$ cat src/rtl/seg_display_mux_if.sv
// Handshake and pin bundle between the game FSM and the
// seven-segment display multiplexer.
interface seg_display_mux_if #(
  parameter int NUM_DIGITS  = 4,
  parameter int VALUE_WIDTH = 14
);
  logic [VALUE_WIDTH-1:0]  value;
  logic                    value_load;
  logic [1:0]              mode;
  logic [7*NUM_DIGITS-1:0] glyphs;
  logic                    blank_lz;
  logic                    blink_en;
  logic                    busy;
  logic                    overflow;
  logic [6:0]              seg;
  logic [NUM_DIGITS-1:0]   an;

  modport master (
    output value, value_load, mode, glyphs,
    output blank_lz, blink_en,
    input  busy, overflow, seg, an
  );

  modport slave (
    input  value, value_load, mode, glyphs,
    input  blank_lz, blink_en,
    output busy, overflow, seg, an
  );
endinterface

$ cat src/rtl/seg_display_mux.sv
// Time-multiplexed seven-segment driver with a sequential
// double-dabble converter, glyph mode, blanking and blink.
module seg_display_mux #(
  parameter int NUM_DIGITS  = 4,
  parameter int VALUE_WIDTH = 14,
  parameter int REFRESH_DIV = 50000,
  parameter int BLINK_DIV   = 25000000
) (
  input  logic clk,
  input  logic rst,
  seg_display_mux_if.slave bus
);

  localparam int BW  = 4 * NUM_DIGITS;
  localparam int CW  = $clog2(VALUE_WIDTH + 1);
  localparam int RW  = $clog2(REFRESH_DIV);
  localparam int KW  = $clog2(BLINK_DIV);
  localparam int IW  = (NUM_DIGITS > 1) ? $clog2(NUM_DIGITS) : 1;

  function automatic logic [31:0] pow10(input int n);
    logic [31:0] r;
    r = 32'd1;
    for (int i = 0; i < n; i++) r = r * 32'd10;
    return r;
  endfunction

  localparam logic [31:0] LIMIT = pow10(NUM_DIGITS);
  localparam logic [BW-1:0] NINES = {NUM_DIGITS{4'd9}};

  function automatic logic [6:0] dec7(input logic [3:0] d);
    unique case (d)
      4'd0:    return 7'b1000000;
      4'd1:    return 7'b1111001;
      4'd2:    return 7'b0100100;
      4'd3:    return 7'b0110000;
      4'd4:    return 7'b0011001;
      4'd5:    return 7'b0010010;
      4'd6:    return 7'b0000010;
      4'd7:    return 7'b1111000;
      4'd8:    return 7'b0000000;
      4'd9:    return 7'b0011000;
      default: return 7'b1111111;
    endcase
  endfunction

  typedef enum logic [1:0] {
    IDLE,
    SHIFT,
    COMMIT
  } state_t;

  state_t                 state_q, state_d;
  logic [VALUE_WIDTH-1:0] bin_q, bin_d;
  logic [BW-1:0]          bcd_q, bcd_d, adj;
  logic [CW-1:0]          cnt_q, cnt_d;
  logic                   ovp_q, ovp_d;
  logic [BW-1:0]          dig_q, dig_d;
  logic                   ovf_q, ovf_d;

  always_comb begin
    adj = bcd_q;
    for (int k = 0; k < NUM_DIGITS; k++) begin
      if (bcd_q[4*k +: 4] >= 4'd5)
        adj[4*k +: 4] = bcd_q[4*k +: 4] + 4'd3;
    end
  end

  always_comb begin
    state_d = state_q;
    bin_d   = bin_q;
    bcd_d   = bcd_q;
    cnt_d   = cnt_q;
    ovp_d   = ovp_q;
    dig_d   = dig_q;
    ovf_d   = ovf_q;
    unique case (state_q)
      IDLE: begin
        if (bus.value_load) begin
          bin_d   = bus.value;
          bcd_d   = '0;
          cnt_d   = CW'(VALUE_WIDTH);
          ovp_d   = {{(32-VALUE_WIDTH){1'b0}}, bus.value} >= LIMIT;
          state_d = SHIFT;
        end
      end
      SHIFT: begin
        {bcd_d, bin_d} = {adj, bin_q} << 1;
        cnt_d = cnt_q - CW'(1);
        if (cnt_q == CW'(1)) state_d = COMMIT;
      end
      COMMIT: begin
        dig_d   = ovp_q ? NINES : bcd_q;
        ovf_d   = ovp_q;
        state_d = IDLE;
      end
      default: state_d = IDLE;
    endcase
  end

  always_ff @(posedge clk or posedge rst) begin
    if (rst) begin
      state_q <= IDLE;
      bin_q   <= '0;
      bcd_q   <= '0;
      cnt_q   <= '0;
      ovp_q   <= 1'b0;
      dig_q   <= '0;
      ovf_q   <= 1'b0;
    end else begin
      state_q <= state_d;
      bin_q   <= bin_d;
      bcd_q   <= bcd_d;
      cnt_q   <= cnt_d;
      ovp_q   <= ovp_d;
      dig_q   <= dig_d;
      ovf_q   <= ovf_d;
    end
  end

  logic [RW-1:0] ref_q;
  logic [IW-1:0] idx_q;
  logic [KW-1:0] blk_q;
  logic          off_q;

  always_ff @(posedge clk or posedge rst) begin
    if (rst) begin
      ref_q <= '0;
      idx_q <= '0;
      blk_q <= '0;
      off_q <= 1'b0;
    end else begin
      if (ref_q == RW'(REFRESH_DIV - 1)) begin
        ref_q <= '0;
        idx_q <= (idx_q == IW'(NUM_DIGITS - 1)) ?
                 '0 : idx_q + IW'(1);
      end else begin
        ref_q <= ref_q + RW'(1);
      end
      if (blk_q == KW'(BLINK_DIV - 1)) begin
        blk_q <= '0;
        off_q <= ~off_q;
      end else begin
        blk_q <= blk_q + KW'(1);
      end
    end
  end

  logic [NUM_DIGITS-1:0] lz;
  logic                  zero_above;
  logic [3:0]            cur_dig;
  logic [6:0]            cur_gly;
  logic                  cur_lz;
  logic [NUM_DIGITS-1:0] an_sel;
  logic [6:0]            seg_d, seg_q;
  logic [NUM_DIGITS-1:0] an_d, an_q;

  // Digit k is blank only if it and every higher digit are zero.
  always_comb begin
    lz         = '0;
    zero_above = 1'b1;
    for (int k = NUM_DIGITS - 1; k >= 1; k--) begin
      zero_above = zero_above && (dig_q[4*k +: 4] == 4'd0);
      lz[k]      = zero_above;
    end
  end

  always_comb begin
    cur_dig = '0;
    cur_gly = '1;
    cur_lz  = 1'b0;
    for (int k = 0; k < NUM_DIGITS; k++) begin
      if (idx_q == IW'(k)) begin
        cur_dig = dig_q[4*k +: 4];
        cur_gly = bus.glyphs[7*k +: 7];
        cur_lz  = lz[k];
      end
    end
    an_sel = ~(NUM_DIGITS'(1) << idx_q);
  end

  always_comb begin
    seg_d = 7'h7F;
    an_d  = '1;
    unique case (1'b1)
      bus.mode == 2'd0: begin
        seg_d = (bus.blank_lz && cur_lz) ? 7'h7F : dec7(cur_dig);
        an_d  = an_sel;
      end
      bus.mode == 2'd1: begin
        seg_d = cur_gly;
        an_d  = an_sel;
      end
      default: ;
    endcase
    if (bus.blink_en && off_q) an_d = '1;
  end

  always_ff @(posedge clk or posedge rst) begin
    if (rst) begin
      seg_q <= 7'h7F;
      an_q  <= '1;
    end else begin
      seg_q <= seg_d;
      an_q  <= an_d;
    end
  end

  assign bus.seg      = seg_q;
  assign bus.an       = an_q;
  assign bus.busy     = (state_q != IDLE);
  assign bus.overflow = ovf_q;

endmodule

$ cat src/flat_wrapper.sv
// flat-port wrapper written by rule: the top's interface ports become plain ports
module seg_display_mux_flat 
#(
  parameter int NUM_DIGITS  = 4,
  parameter int VALUE_WIDTH = 14,
  parameter int REFRESH_DIV = 50000,
  parameter int BLINK_DIV   = 25000000
)
  (clk, rst, bus_value, bus_value_load, bus_mode, bus_glyphs, bus_blank_lz, bus_blink_en, bus_busy, bus_overflow, bus_seg, bus_an);
  seg_display_mux_if #(.NUM_DIGITS(NUM_DIGITS), .VALUE_WIDTH(VALUE_WIDTH)) bus_i ();
  input  logic clk;
  input  logic rst;
  input wire logic [$bits(bus_i.value)-1:0] bus_value;
  input wire logic [$bits(bus_i.value_load)-1:0] bus_value_load;
  input wire logic [$bits(bus_i.mode)-1:0] bus_mode;
  input wire logic [$bits(bus_i.glyphs)-1:0] bus_glyphs;
  input wire logic [$bits(bus_i.blank_lz)-1:0] bus_blank_lz;
  input wire logic [$bits(bus_i.blink_en)-1:0] bus_blink_en;
  output wire logic [$bits(bus_i.busy)-1:0] bus_busy;
  output wire logic [$bits(bus_i.overflow)-1:0] bus_overflow;
  output wire logic [$bits(bus_i.seg)-1:0] bus_seg;
  output wire logic [$bits(bus_i.an)-1:0] bus_an;
  assign bus_i.value = bus_value;
  assign bus_i.value_load = bus_value_load;
  assign bus_i.mode = bus_mode;
  assign bus_i.glyphs = bus_glyphs;
  assign bus_i.blank_lz = bus_blank_lz;
  assign bus_i.blink_en = bus_blink_en;
  assign bus_busy = bus_i.busy;
  assign bus_overflow = bus_i.overflow;
  assign bus_seg = bus_i.seg;
  assign bus_an = bus_i.an;
  seg_display_mux #(.NUM_DIGITS(NUM_DIGITS), .VALUE_WIDTH(VALUE_WIDTH), .REFRESH_DIV(REFRESH_DIV), .BLINK_DIV(BLINK_DIV)) u_core (.clk(clk), .rst(rst), .bus(bus_i));
endmodule
$ cat config.mk
export PLATFORM = sky130hd
export DESIGN_NAME = seg_display_mux_flat
export DESIGN_NICKNAME = d
export VERILOG_FILES = /design/src/rtl/seg_display_mux_if.sv /design/src/rtl/seg_display_mux.sv /design/src/flat_wrapper.sv
export SDC_FILE = /design/constraint.sdc
export NUM_CORES = 1
export LEC_CHECK = 0
export CAP_MARGIN = 20
export CORE_UTILIZATION = 35
export DETAILED_ROUTE_END_ITERATION = 8
export GPL_TIMING_DRIVEN = 0
export MAX_ROUTING_LAYER = met4
export SYNTH_ARGS = -nofsm -noshare
export SYNTH_HDL_FRONTEND = slang
export SYNTH_SLANG_ARGS = --single-unit
$ cat constraint.sdc
create_clock -name clk -period 8.6 [get_ports clk]
set_input_delay 1.72 -clock clk [delete_from_list [all_inputs] [get_ports clk]]
set_output_delay 1.72 -clock clk [all_outputs]
set_load 0.03 [all_outputs]
* After elaboration in Yosys (flattened, before gate mapping)
Memories as Yosys holds them, arrays and structs flattened.
Cells that the tools add are included.
** Operators by class
- Eq/ne operators :: 11
- Muxes and demuxes :: 32
- Div/mod/pow operators :: 0
- Order comparisons :: 5
- Multiply operators :: 0
- Shift operators :: 1
- Bitwise operators :: 2
- $add $sub $neg :: 8
- Reductions and logical operators :: 16
** Operators with widths (number)
- 16-bit 2-to-1 mux :: 3
- 4-bit 2-to-1 mux :: 10
- 7-bit 2-to-1 mux :: 5
- 16-bit case mux with 2 select lines :: 1
- 14-bit case mux with 2 select lines :: 1
- 25-bit by 1-bit adder with 25-bit output, second input constant :: 1
- 25-bit == test, second input constant :: 1
- 25-bit 2-to-1 mux :: 1
- 16-bit by 1-bit adder with 16-bit output, second input constant :: 1
- 16-bit == test, second input constant :: 1
- 4-bit by 3-bit >= comparator with 1-bit output, second input constant :: 4
- 14-bit >= comparator, second input constant :: 1
- 14-bit 2-to-1 mux :: 1
- 7-bit case mux with 2 select lines :: 1
- 4-bit by 2-bit adder with 4-bit output, second input constant :: 3
- 4-bit logical NOT :: 3
- 4-bit case mux with 2 select lines :: 1
- 2-bit by 1-bit == test with 1-bit output, second input constant :: 3
- 2-bit == test, second input constant :: 3
- 2-bit logical NOT :: 3
- 2-bit 2-to-1 mux :: 3
- 2-bit AND reduction :: 3
- 4-bit by 1-bit == test with 1-bit output, second input constant :: 1
- 1-bit logical AND :: 4
- 13 further kinds :: 16
** Storage, ports and cells
- Memories :: 1
- Input bits :: 49
- Memory bits (read-only) :: 112
- Register bits :: 109
- Memory bits (writable) :: 0
- Latch bits :: 0
** Memory list
- (name not given) :: depth 16, bits a word 7, read ports 1, clocked after memory_dff 0, write ports 0, RTL line seg_display_mux.sv:31 : unique case (d)

* Logic depth before layout (Yosys ltp)
Gate-level depths: netlist (run 1).
- Depth in word-level cells :: 9
- Depth in mapped cells :: 11
- Gate-level depth less buffers :: 10

* Worst setup path after synthesis (run 1)
OpenSTA, ideal clock, no wires.
- Path kind :: input to register
- From :: input bus_value_load
- To :: register u_core.ovp_q
- Slack :: 5923 ps
- Data required time :: 8533 ps
- Path buffers :: 2
- Cell stages on the path :: 5
- Arrival time :: 2609 ps
- Path through :: and2_1 > clkbuf_1 > clkbuf_1 > o311ai_0 > nand2_1
** Between the ends
- Longest elaborated chain between the ends :: 1
** RTL lines
- from (decl) :: RTL line flat_wrapper.sv:14 : input wire logic [$bits(bus_i.value_load)-1:0] bus_value_load;
- 2-bit AND reduction (no line)
- to (signal assigned) :: RTL line seg_display_mux.sv:114 : ovp_q <= ovp_d;
- to (decl) :: RTL line seg_display_mux.sv:56 : logic ovp_q, ovp_d;
No other way between the ends.
A chain may end at the register's enable or synchronous reset.

* Final worst setup path (run 1)
- From :: register u_core.state_q[1]
- To :: output bus_busy
** Between the ends
- Longest elaborated chain between the ends :: 1
** RTL lines
- from (decl) :: RTL line seg_display_mux.sv:52 : state_t state_q, state_d;
- from (signal assigned) :: RTL line seg_display_mux.sv:110 : state_q <= state_d;
- 2-bit nonzero test :: RTL line seg_display_mux.sv:210 : assign bus.busy = (state_q != IDLE);
- to (decl) :: RTL line flat_wrapper.sv:19 : output wire logic [$bits(bus_i.busy)-1:0] bus_busy;
No other way between the ends.

==> flow_metrics.tcl, run 1 <==
set metrics [dict create \
    status "finished clean" \
    worst_setup_path_end_kind "output port" \
    drt_iter0_markers 264 \
    synthToLayoutAreaGrowth_pct 21.3 \
    num_vias 4585 \
    yosysWarnings 0 \
    synth_area_sq_um 5620 \
    slew_headroom_pct 37.9 \
    io_pins 62 \
    slowest_delay_ns 0.59 \
    tightest_slew_ns 0.925 \
    async_reset_ff_share_pct 100 \
    path_cells "nor2_1 > inv_1 > clkdlybuf4s50_1" \
    hold_violations 0 \
    clock_path_buffers 2 \
    p_per_area_nw_per_um2 250 \
    antenna_cells 0 \
    max-cap-violations 0 \
    row_count 45 \
    worst-setup-path-type "reg2out" \
    cts.sinks 109 \
    cts-buffers-inserted 9 \
    synth_nets 675 \
    cts_setup_buffers 0 \
    clockPowerShare_pct 24.0 \
    core-area_sq_um 15400 \
    rsz0062_at_grt "false" \
    cp.arrival_ns 1.61 \
    synth_cell_types 54 \
    cts_root_buf "clkbuf_16" \
    fin_cells 894 \
    finalSetupViolCount 0 \
    finClkSkew_ns 0.0119 \
    h-tree-depth 3 \
    die_area_sq_um 16600 \
    tns_ns 0 \
    internal-power_mw 1.07 \
    required_ns 6.88 \
    grt_max_degree 73 \
    routabilityCongestion 0.839 \
    fin_nets 748 \
    drt-wirelength-per-cell_um 14.2 \
    port_buffers 61 \
    die_h_um 129 \
    reg2reg_depth 10 \
    syn_inst 605 \
    cts_tree "built" \
    insertion_delay_ns 0.36 \
    ys.flop_type "dfrtp_1" \
    grt_pass1_vias 4526 \
    sw_frac_of_total_pct 37.1 \
    clkTransAtPathRegs_ns 0.08 \
    firstDrtPassIters 4 \
    period_share_pct 38.7 \
    pwr-share-seq_pct 42.0 \
    chipWidth_um 129 \
    grt-ovfl-total 0 \
    ys_ff_latch 109 \
    holdPathStages 1 \
    irDropWorstVdd_uv 133 \
    grt_pass1_wl_um 21600 \
    drc 0 \
    critPathSlowestCell "clkdlybuf4s50_1" \
    dp_cells 878 \
    place_hpwl_um 9280 \
    ctsResizeCount 0 \
    grt_usage_pct 16.9 \
    cts.hold.buffers_added 0 \
    initial_core_util_pct 36.4 \
    finalMaxSlewViolations 0 \
    cellLeakagePower_nw 2.93 \
    hold_ws_ns 0.447 \
    period_needed_ns 3.33 \
    r2r_setup_slack_ns 5.90 \
    antenna_found_initial 0 \
    syn_avg_cell_area_sq_um 9.29 \
    ant_nets 0 \
    timing.fmax_mhz 301 \
    hp-class "reg2reg" \
    crit_fanout 4 \
    via_per_inst 5.13 \
    start_kind "flip-flop" \
    synth_edf_count 0 \
    synth_seq_area_share_pct 48.8 \
    drive_gt1_share_pct 5.42 \
    wirelength_um 12700 \
    switchingPower_uw 632 \
    pwr-share-comb_pct 34.1 \
]
==> Yosys cell counts, types with 7 or more instances <==
cell	n	area [sq um]
dfrtp_1	98	2450
nand2_1	85	319
nor2_1	67	251
o21ai_0	44	220
inv_1	28	105
nand3_1	25	125
xnor2_1	24	210
clkbuf_1	22	82.6
ha_1	21	263
a21oi_1	16	80.1
xor2_1	16	140
a31oi_1	13	81.3
nand2b_1	13	81.3
dfstp_2	11	289
o31ai_1	10	75.1
nand4_1	9	56.3
nor3_1	8	40.0
a211o_1	7	61.3
nor4_1	7	43.8
==> cells in the final DEF (no fill, tap or decap), drive strengths merged, types with 3 or more instances in the layout <==
master,instances
dfrtp,98
nand2,85
nor2,68
clkdlybuf4s50,61
o21ai,44
inv,31
clkbuf,31
nand3,25
xnor2,24
ha,21
xor2,16
a21oi,16
nand2b,13
a31oi,13
dfstp,11
o31ai,10
nand4,9
nor3,8
a211o,7
nor4,7
and2,6
nor2b,6
a221oi,6
a22oi,6
buf,6
o22ai,5
nor3b,5
and4,4
a32o,4
o2bb2ai,3
and3,3
or4,3
clkinv,3
==> path summary, 6_finish.rpt <==
check | startpoint | end
setup / recovery | u_core.state_q[1] | bus_busy
min in group asynchronous | rst | u_core.blk_q[12]
hold / removal | u_core.blk_q[0] | u_core.blk_q[0]
hold reg to reg | u_core.blk_q[0] | u_core.blk_q[0]
max in group asynchronous | rst | u_core.bus.seg[1]
setup reg to reg | u_core.idx_q[1] | u_core.bus.seg[1]
==> layer usage <==
metal  track usage [%]  vias up  wire length [um]
met5                 -        -                 0
met4              6.99        0               201
met3              2.99       13               566
met2              26.6       93              5890
met1              21.5     2220              6030
li1                  -     2259                 -
==> power by group through the flow <==
stage	Combinational, mW	Sequential, mW	Clock, mW
after floorplan	0.405	0.719	0
after global placement	0.562	0.718	0
after detailed placement	0.583	0.724	0
after CTS	0.585	0.715	0.421
after global routing	0.661	0.734	0.436
final	0.581	0.716	0.408
==> cell type report <==
type,instances,area [sq um]
fillers,1533,8610
flip-flops and latches,109,2740
multi-input cells,441,2660
repair buffers,62,638
well taps,211,264
clock buffers,9,225
plain buffers,27,113
inverters,28,108
clock inverters,7,66.3
==> metrics by stage <==
step / worst slack [ns] / power (mW) / cell area [sq um] / utilization [%]
3_5_place_dp: 5.09 / 1.31 / 6530 / 42.3
4_1_cts: 5.24 / 1.72 / 6820 / 44.2
6_report: 5.27 / 1.70 / 6820 / 44.2
2_1_floorplan: 4.02 / 1.12 / 5620 / -
3_3_place_gp: 2.40 / 1.28 / 6490 / 42.1
5_1_grt: 5.16 / 1.83 / 6820 / 44.2
==> registers in the layout (all words and copies together) (netlist names) <==
register / count
u_core.off_q: 1
u_core.bcd_q: 16
u_core.idx_q: 2
u_core.blk_q: 25
u_core.bus.seg: 7
u_core.bus.overflow: 1
u_core.dig_q: 16
u_core.bus.an: 4
u_core.cnt_q: 4
u_core.state_q: 2
u_core.ref_q: 16
u_core.ovp_q: 1
u_core.bin_q: 14
==> critical path: cells and delay by family, from the launching register on <==
kind | cells | cell delay, ns
buffers and inverters | 2 | 0.65
DFF | 1 | 0.40
and+or+nand+nor | 1 | 0.21
==> logic make-up (layout without fill, tap and decap cells) <==
logic type	count (synthesis)	in the layout	synth area share [%]
mux	3	3	0.557
flops	109	109	48.8
compound gates	127	127	14.7
xor+xnor	40	40	6.23
fa+ha+maj	21	21	4.67
buf+inv	55	133	3.87
simple gates	250	250	21.2
(Power assumes the default switching activity.)
==> run 2: changes to the inputs <==
- clock period: 8.6 -> 3.38 ns (I/O delays scaled with it)
==> flow_metrics.tcl, run 2 (synthesis results as in run 1) <==
set metrics [dict create \
    io_pins 62 \
    tns_ns 0 \
    wl_met2_um 5750 \
    start_kind "flip-flop" \
    irDropWorstVdd_uv 416 \
    firstDrtPassIters 6 \
    synthToLayoutAreaGrowth_pct 21.6 \
    min-delay-start "u_core.blk_q[0]" \
    timing.fmax_mhz 364 \
    required_ns 3.62 \
    largest_reg_flops 25 \
    grt_max_degree 44 \
    tightest_slew_ns 0.886 \
    finClkSkew_ns 0.00953 \
    finalSetupViolCount 0 \
    antenna_cells 0 \
    p_per_area_nw_per_um2 635 \
    place_hpwl_um 9080 \
    fin_nets 749 \
    initial_core_util_pct 36.4 \
    layout_common_cells "dfrtp_1, nand2_1, nor2_1" \
    setup_ws_ns 0.631 \
    h-tree-depth 3 \
    clkTransAtPathRegs_ns 0.08 \
    drive_gt1_share_pct 5.56 \
    routed-wl-met3_um 627 \
    status "finished clean" \
    worstSetupEndpoint "u_core.bus.seg[0]" \
    core-area_sq_um 15400 \
    crit_fanout 10 \
    grt_pass1_wl_um 21400 \
    drc 0 \
    wirelength_um 12600 \
    cts_root_buf "clkbuf_16" \
    r2r-start "u_core.idx_q[0]" \
    cp-startpoint "u_core.idx_q[0]" \
    hp-class "reg2reg" \
    rr_endpoint "u_core.bus.seg[0]" \
    worst-setup-path-type "reg2reg" \
    hold_ws_ns 0.464 \
    grt_pass1_vias 4495 \
    met1_length_um 5920 \
    routed.top_layer "met4" \
    cts-buffers-inserted 9 \
    cellLeakagePower_nw 2.93 \
    period_needed_ns 2.75 \
    r2r_setup_slack_ns 0.63 \
    num_vias 4606 \
    drt_iter0_markers 247 \
    ctsResizeCount 0 \
    post-place-ws_ns 0.723 \
    grt-ovfl-total 0 \
    cts.sinks 109 \
    finalMaxSlewViolations 0 \
    clock_path_buffers 2 \
    die_area_sq_um 16600 \
    chipWidth_um 129 \
    reg2reg_depth 11 \
    top_register "u_core.blk_q" \
    cp.arrival_ns 2.99 \
    row_count 45 \
    antenna_found_initial 0 \
    drt-wirelength-per-cell_um 14.0 \
    worst_setup_path_end_kind "flip-flop" \
    final_common_cell "dfrtp_1" \
    rsz0062_at_grt "false" \
    grt_usage_pct 16.9 \
    cts.hold.buffers_added 0 \
    port_buffers 61 \
    max-cap-violations 0 \
    slew_headroom_pct 40.5 \
    via_per_inst 5.15 \
    routabilityCongestion 0.826 \
    hold_violations 0 \
    cts_tree "built" \
    insertion_delay_ns 0.36 \
    holdPathStages 1 \
    cts_setup_buffers 0 \
    nFillCells 1519 \
    die_h_um 129 \
    ant_nets 0 \
    period_share_pct 81.3 \
]
[run 2: worst min-delay path by stage]
stage                 endpoint  slack (ns)
6_report       u_core.blk_q[0]        0.46
5_1_grt           u_core.off_q        0.50
4_1_cts        u_core.blk_q[0]        0.46
3_5_place_dp   u_core.blk_q[0]        0.45
3_3_place_gp   u_core.blk_q[0]        0.44
2_1_floorplan  u_core.blk_q[0]        0.42
[run 2: report_power, final]
| part | switching [mW] | internal (mW) | total, mW |
|---|---|---|---|
| clock network | 0.526 | 0.518 | 1.04 |
| registers | 0.215 | 1.60 | 1.82 |
| logic | 0.864 | 0.613 | 1.48 |
[run 2: final cells by class]
type	count	area (sq um)	share of cell area [%]
clock buffers	9	225	3.30
repair buffers	63	651	9.52
well taps	211	264	3.86
multi-input cells	441	2660	38.9
clock inverters	7	68.8	1.01
plain buffers	27	113	1.65
inverters	28	109	1.59
flip-flops and latches	109	2740	40.1
[run 2: per-stage QoR]
stage                     util (%)  cells  power (mW)  instance area (sq um)
after floorplan                  -    605        2.86                   5620
after global placement        42.1    877        3.26                   6500
after detailed placement      42.4    879        3.32                   6540
after CTS                     44.3    895        4.38                   6830
final                         44.3    895        4.34                   6830
after global routing          44.3    895        4.67                   6830
[run 2: per-layer routing]
| metal | global-route usage [%] | up-vias |
|---|---|---|
| li1 | - | 2259 |
| met1 | 21.5 | 2207 |
| met2 | 26.6 | 122 |
| met3 | 2.74 | 18 |
| met4 | 7.13 | 0 |
| met5 | - | - |
[run 2: worst max-delay path: stages, from the launching register on]
cell and delay (ns):
dfrtp_1 0.41, inv_1 0.13, ha_1 0.21, clkbuf_1 0.41, nand2_1 0.11, o211a_1 0.24, nor2_1 0.25, inv_1 0.13
ha_1 0.22, a2bb2oi_1 0.26, o2bb2ai_1 0.16, a22oi_1 0.11
==> run 3: changes to the inputs <==
- clock period: 3.38 -> 2.6 ns (I/O delays scaled with it)
==> flow_metrics.tcl, run 3 (synthesis results as in run 1) <==
set metrics [dict create \
    fin_nets 749 \
    path_cells "inv_1 > ha_1 > clkbuf_2 > nand2_1 > a31oi_2 > inv_1 > ha_1 > nor2_1 > o21ai_0 > a22oi_1" \
    cts_tree "built" \
    clkTransAtPathRegs_ns 0.08 \
    insertion_delay_ns 0.36 \
    row_count 45 \
    post-route-util_pct 44.4 \
    synthToLayoutAreaGrowth_pct 21.9 \
    worst_setup_path_end_kind "flip-flop" \
    layout_common_cells "dfrtp_1, nand2_1, nor2_1" \
    num_vias 4581 \
    drc 0 \
    io_pins 62 \
    grt_pass1_wl_um 21400 \
    period_needed_ns 2.41 \
    start_kind "flip-flop" \
    crit_fanout 10 \
    antenna_cells 0 \
    routabilityCongestion 0.826 \
    via_per_inst 5.12 \
    clock_path_buffers 2 \
    cts-buffers-inserted 9 \
    drt_iter0_markers 224 \
    largest_reg_flops 25 \
    grt_pass1_vias 4504 \
    grt_max_degree 44 \
    fin_cells 895 \
    die_h_um 129 \
    worst-setup-path-type "reg2reg" \
    ant_nets 0 \
    path_buf_inv 3 \
    firstDrtPassIters 4 \
    chipWidth_um 129 \
    hold_ws_ns 0.461 \
    cp.arrival_ns 2.68 \
    hold_violations 0 \
    p_per_area_nw_per_um2 825 \
    antenna_found_initial 0 \
    critPathSlowestCell "dfrtp_1" \
    report.power.total_mw 5.65 \
    core-area_sq_um 15400 \
    drt-wirelength-per-cell_um 14.1 \
    hp-class "reg2reg" \
    grt-ovfl-total 0 \
    postPlaceCellArea_sq_um 6540 \
    post-place-ws_ns -0.0572 \
    finalSetupViolCount 0 \
    finalMaxSlewViolations 0 \
    cts.sinks 109 \
    r2r_setup_slack_ns 0.19 \
    wirelength_um 12600 \
    dp_cells 879 \
    h-tree-depth 3 \
    cts_root_buf "clkbuf_16" \
    tns_ns 0 \
    initial_core_util_pct 36.4 \
    drive_gt1_share_pct 6.43 \
    period_share_pct 92.7 \
    fin_area_sq_um 6850 \
    port_buffers 61 \
    tightest_slew_ns 0.891 \
    top_register "u_core.blk_q" \
    max-cap-violations 0 \
    rsz0062_at_grt "false" \
    critPathTopFamily "compound AO/OA/AOI/OAI gates" \
    finClkSkew_ns 0.00961 \
    irDropWorstVdd_uv 539 \
    slowest_delay_ns 0.40 \
    setup_ws_ns 0.190 \
    grt_usage_pct 16.9 \
    timing.fmax_mhz 415 \
    slew_headroom_pct 40.2 \
    final_common_cell "dfrtp_1" \
    status "finished clean" \
    place_hpwl_um 9080 \
    die_area_sq_um 16600 \
    required_ns 2.87 \
    cellLeakagePower_nw 2.94 \
]
[run 3: cell count changes in the layout (fill, tap and decap cells not counted)]
cell	change
clkbuf_1	-3
clkbuf_2	+2
a2bb2oi_1	-1
a2bb2oi_2	+1
a31oi_1	-1
a31oi_2	+1
buf_2	+1
nor2_1	-1
nor2_2	+1
[run 3: worst paths after layout]
kind,startpoint,end,cells after the start
hold / removal,u_core.blk_q[0],u_core.blk_q[0],1
max in group asynchronous,rst,u_core.bus.an[1],3
min in group asynchronous,rst,u_core.ref_q[15],2
hold reg to reg,u_core.blk_q[0],u_core.blk_q[0],1
setup / recovery,u_core.idx_q[1],u_core.bus.seg[1],10
setup reg to reg,u_core.idx_q[1],u_core.bus.seg[1],10
[run 3: power by group]
part           internal, mW  total [mW]  leakage (nW)  switching (mW)
Clock                 0.674        1.36         0.137           0.686
Combinational         0.802        1.93          1.45            1.13
Sequential             2.08        2.36          1.35           0.281
[run 3: routing by layer]
metal,wire length [um],share of wire (%),global-route usage (%),vias up
met5,0,0,-,-
met4,252,2.0,7.13,0
met3,604,4.8,2.74,15
met2,5750,46,26.6,114
met1,5990,48,21.5,2188
li1,-,-,-,2264
[run 3: area by class of cell]
type / instances / area (sq um)
well taps: 211 / 264
plain buffers: 27 / 116
clock inverters: 7 / 68.8
clock buffers: 9 / 225
flip-flops and latches: 109 / 2740
multi-input cells: 441 / 2680
inverters: 28 / 109
fillers: 1520 / 8580
repair buffers: 63 / 651
[run 3: timing repair]
action | 4_1_cts | 5_1_grt
hold buffers | 0 | 0
endpoints found under the setup margin | 3 | 4
cloned | 0 | 0
resized for setup | 3 | 4
pin swaps | 0 | 0
setup buffers | 0 | 0
